**src/rtl/instruction_sequencer.sv**
```systemverilog
// Instruction sequencer: owns IR and the 2-bit timestep counter that feed the
// processor controller, adds run/stop control, a retire pulse and counter, and
// a sticky fault flag for instructions that overrun timestep 11 without Clr.
module instruction_sequencer #(
    parameter int IR_W  = 10,
    parameter int CNT_W = 16
) (
    input  logic             clk,
    input  logic             resetn,
    input  logic             run,
    input  logic             stop,
    input  logic [IR_W-1:0]  bus,
    input  logic             IRin,
    input  logic             Clr,
    output logic [IR_W-1:0]  IR,
    output logic [1:0]       timestep,
    output logic             busy,
    output logic             done,
    output logic [CNT_W-1:0] instr_count,
    output logic             fault
);

    typedef enum logic [1:0] {
        IDLE = 2'd0,
        RUN  = 2'd1,
        HALT = 2'd2
    } state_t;

    state_t            state, state_n;
    logic              stop_pending, stop_pending_n;
    logic [IR_W-1:0]   ir_n;
    logic [1:0]        ts_n;
    logic              done_n;
    logic [CNT_W-1:0]  cnt_n;
    logic              fault_n;

    // State and every output are registered; outputs only ever reflect state.
    always_ff @(posedge clk) begin
        if (!resetn) begin
            state        <= IDLE;
            stop_pending <= 1'b0;
            IR           <= '0;
            timestep     <= 2'b00;
            busy         <= 1'b0;
            done         <= 1'b0;
            instr_count  <= '0;
            fault        <= 1'b0;
        end else begin
            state        <= state_n;
            stop_pending <= stop_pending_n;
            IR           <= ir_n;
            timestep     <= ts_n;
            busy         <= (state_n == RUN);
            done         <= done_n;
            instr_count  <= cnt_n;
            fault        <= fault_n;
        end
    end

    // Next-state and next-output logic; RUN applies IRin, then Clr, then stepping.
    always_comb begin
        state_n        = state;
        stop_pending_n = stop_pending;
        ir_n           = IR;
        ts_n           = timestep;
        done_n         = 1'b0;
        cnt_n          = instr_count;
        fault_n        = fault;
        case (state)
            IDLE: begin
                ts_n           = 2'b00;
                stop_pending_n = 1'b0;
                if (run) state_n = RUN;
            end
            RUN: begin
                if (IRin) ir_n = bus;
                if (Clr) begin
                    ts_n   = 2'b00;
                    done_n = 1'b1;
                    cnt_n  = instr_count + CNT_W'(1);
                    // A stop seen now or earlier takes effect at this boundary.
                    if (stop || stop_pending) begin
                        state_n        = IDLE;
                        stop_pending_n = 1'b0;
                    end
                end else if (timestep != 2'b11) begin
                    ts_n = timestep + 2'b01;
                    if (stop) stop_pending_n = 1'b1;
                end else begin
                    // Overran the last timestep without Clr: latch the fault and park.
                    fault_n = 1'b1;
                    ts_n    = 2'b00;
                    state_n = HALT;
                    if (stop) stop_pending_n = 1'b1;
                end
            end
            HALT: begin
                ts_n = 2'b00;
            end
            default: begin
                state_n = IDLE;
                ts_n    = 2'b00;
            end
        endcase
    end

endmodule

```
**config.mk**
```make
export PLATFORM = sky130hd
export DESIGN_NAME = instruction_sequencer
export DESIGN_NICKNAME = d
export VERILOG_FILES = /design/src/rtl/instruction_sequencer.sv
export SDC_FILE = /design/constraint.sdc
export NUM_CORES = 1
export LEC_CHECK = 0
export ABC_CLOCK_PERIOD_IN_PS = 2100
export CORE_MARGIN = 4
export CORE_UTILIZATION = 30
export CTS_BUF_LIST = sky130_fd_sc_hd__clkbuf_2
export DETAILED_ROUTE_END_ITERATION = 6
export HOLD_SLACK_MARGIN = 0.15
export MAX_ROUTING_LAYER = met4
export SYNTH_ARGS = -nofsm -noshare
export SYNTH_HDL_FRONTEND = slang
export SYNTH_SLANG_ARGS = --single-unit
```
**constraint.sdc**
```tcl
create_clock -name clk -period 2.1 [get_ports clk]
set_input_delay 0.42 -clock clk [delete_from_list [all_inputs] [get_ports clk]]
set_output_delay 0.42 -clock clk [all_outputs]
set_load 0.02 [all_outputs]
```
==> key figures <==
STA
  – Max-slew violation count: 0
  – Clk_skew: 0.00575 ns
  – Hold Slack: 0.463 ns
  – Setup slack after layout: 0.173 ns
  – Minimum clock period: 1.93 ns
  – Final Hold Violating Endpoints: 0
  – RSZ-0062 raised after global routing: no
  – Final Cycle Share: 91.7%
  – Worst-margin pin slew: 0.383 ns
  – Peak Freq: 0.519 GHz
  – Slew Limit Headroom: 74.1%
  – Final setup vio count: 0
  – Post-Route Setup TNS: 0 ns

Setup path
  – Worst path cell trace: clkdlybuf4s50_1
  – End point of the critical path: instr_count[0]
  – Worst Path Buf+Inv: 1
  – Worst Reg-to-Reg Cells: 4
  – CP Max Fanout: 6
  – Signal arrival time at the worst endpoint: 1.51 ns
  – Crit path max-delay family: buffers and inverters
  – Crit path from: instr_count[0]
  – End of the worst register-to-register path: instr_count[15]
  – Worst path max stage delay: 0.66 ns
  – Worst setup EP type: output port
  – WP depth: 1
  – Crit path launch type: flop
  – Slowest cell on crit path: clkdlybuf4s50_1
  – Setup CP Type: reg -> out
  – Worst R2R Start: instr_count[2]
  – Worst path required time: 1.68 ns
  – R2R Setup Slk: 0.30 ns

CTS
  – Clk_lat worst skew: 0.36 ns
  – Bufs on Longest Clock Path: 2
  – H-Tree Depth: 2
  – # Post-CTS Setup Buffers: 0
  – Hold_buf cts: 0
  – TritonCTS sink count: 34
  – Root Buffer: clkbuf_2
  – Clock-pin slew on the worst setup and hold paths: 0.16 ns
  – Post_cts resized: 0
  – Inserted Clock Buffers: 5
  – CTS tree: yes

Synthesis
  – Synth top cells by count: dfxtp_1, a21oi_1, nor2_1
  – Synth top area cells: dfxtp_1, a21oi_1, nand3_1
  – Post-synthesis register bit count: 34
  – Syn nets: 177
  – Most common cell in the synthesized netlist: dfxtp_1
  – Netlist cell types: 26
  – Post-synth top area cell: dfxtp_1
  – Cell count after synthesis: 159
  – Yosys warns: 0
  – Async S/R FF share, synth: 0%
  – Yosys top cell area share: 50.0%
  – Top_reg_cell synth: dfxtp_1
  – Syn_area_per_cell: 8.55 sq um
  – Register area share after synthesis: 50.0%
  – Post-Syn Area: 0.00136 sq mm
  – Number of synthesized flops with an enable pin: 0

Floorplanning
  – Cell Rows: 24
  – Core Area: 0.00438 sq mm
  – Die Y: 75.3 microns
  – Initial core utilization: 31.0%
  – Ports: 47
  – Die area: 0.00567 sq mm
  – Die Wd: 75.3 microns

Final layout
  – Final cell count without fillers: 268
  – Antenna Cells: 0
  – Footprint of the multi-input gates: 631 sq um
  – Nets: 234
  – FF/Latch Area: 681 sq um
  – Layout area overhead: 44.8%
  – # fillers: 445
  – Share of layout cells above drive strength 1: 8.33%

Outcome
  – Run status: finished, final reports clean

Drt
  – Remaining DRCs: 0
  – Via density: 4.76
  – DR iter-0 viols: 67
  – Initial DRT Pass Iterations: 4
  – WL final: 3380 microns
  – Vias: 1,276
  – Routed wire per std cell: 12.6 microns
  – Post-DRT Antenna Nets: 0

Run
  – Maxcap violations: 0

Placement
  – Placed Instances: 261
  – Worst slack, placed: -0.123 ns
  – PortBufs: 46
  – Detail Placement HPWL: 2430 microns
  – GP Congestion: 0.767

Worst hold path
  – Worst min path class: reg -> reg

Power
  – Power consumption: 1.10 mW
  – Max IR drop VDD: 0.220 mV
  – PD cells: 557 mW/mm^2
  – Pleak: 0.699 nW

Global route
  – Antenna violations before repair: 0
  – First-pass GRT wire length: 5690 microns
  – Grt ovf: 0
  – Largest net degree at the start of global routing: 17
  – Total global-route track usage: 13.5%
  – Vias in the first global route: 1,242
[per-stage QoR]
step                util [%]  cell area, sq um
floorplan                  -              1360
global placement        44.1              1930
detailed placement      44.1              1930
CTS                     44.9              1970
global route            44.9              1970
finish                  44.9              1970
[power by group]
part | switching [mW] | total, mW | leakage, nW | internal [mW]
Combinational | 0.0633 | 0.131 | 0.394 | 0.0676
Sequential | 0.0121 | 0.672 | 0.276 | 0.660
Clock | 0.206 | 0.293 | 0.0291 | 0.0869
Total | 0.281 | 1.10 | 0.699 | 0.815
[kinds of logic (layout without fill, tap and decap cells)]
logic type	after synthesis	count (layout)	share of synthesized area [%]
AOI/OAI and AO/OA	24	24	9.20
buffers and inverters	13	70	3.59
and+or+nand+nor	76	76	28.8
DFF	34	34	50.0
adders and majority gates	2	2	1.84
muxes	1	1	0.736
xor gates and xnor gates	9	9	5.80
[state kept, by name, indices dropped and copies added, names as in the netlist]
register	count
state	2
done	1
stop_pending	1
timestep	2
instr_count	16
IR	10
busy	1
fault	1
[per-layer routing]
layer | share of wire [%] | wire, microns | track usage, %
met1 | 48 | 1630 | 17.5
met4 | 1.3 | 45 | 4.66
met2 | 41 | 1380 | 19.8
met3 | 9.6 | 324 | 4.22
met5 | 0 | 0 | -
[area by class of cell]
cell class,count,share of cell area (%)
multi-input combinational,112,32.0
clock buffer,7,1.78
tap,52,3.30
inverter,8,1.52
timing repair buffer,55,26.8
sequential,34,34.6
[layout by cell type (no fill, tap or decap), types with 2 or more instances in the layout]
master / count
nor4_1: 5
nor3_1: 5
a21oi_1: 18
nand3_1: 15
dfxtp_1: 34
nand4_1: 2
inv_1: 8
or4_1: 2
clkbuf_2: 7
nand2_1: 17
ha_1: 2
xor2_1: 2
xnor2_1: 7
buf_4: 9
clkdlybuf4s50_1: 46
o21ai_0: 4
or3_1: 5
nor2_1: 18
[how the worst min path moves through the flow]
stage	endpoint	cells after the start	slack [ns]	from
2_1_floorplan	stop_pending	2	0.49	stop_pending
3_3_place_gp	timestep[0]	1	0.43	timestep[0]
3_5_place_dp	timestep[0]	1	0.44	timestep[0]
4_1_cts	IR[3]	2	0.47	IR[3]
5_1_grt	IR[0]	2	0.49	IR[0]
6_report	IR[3]	2	0.46	IR[3]
Power figures use the tool's default switching activity.
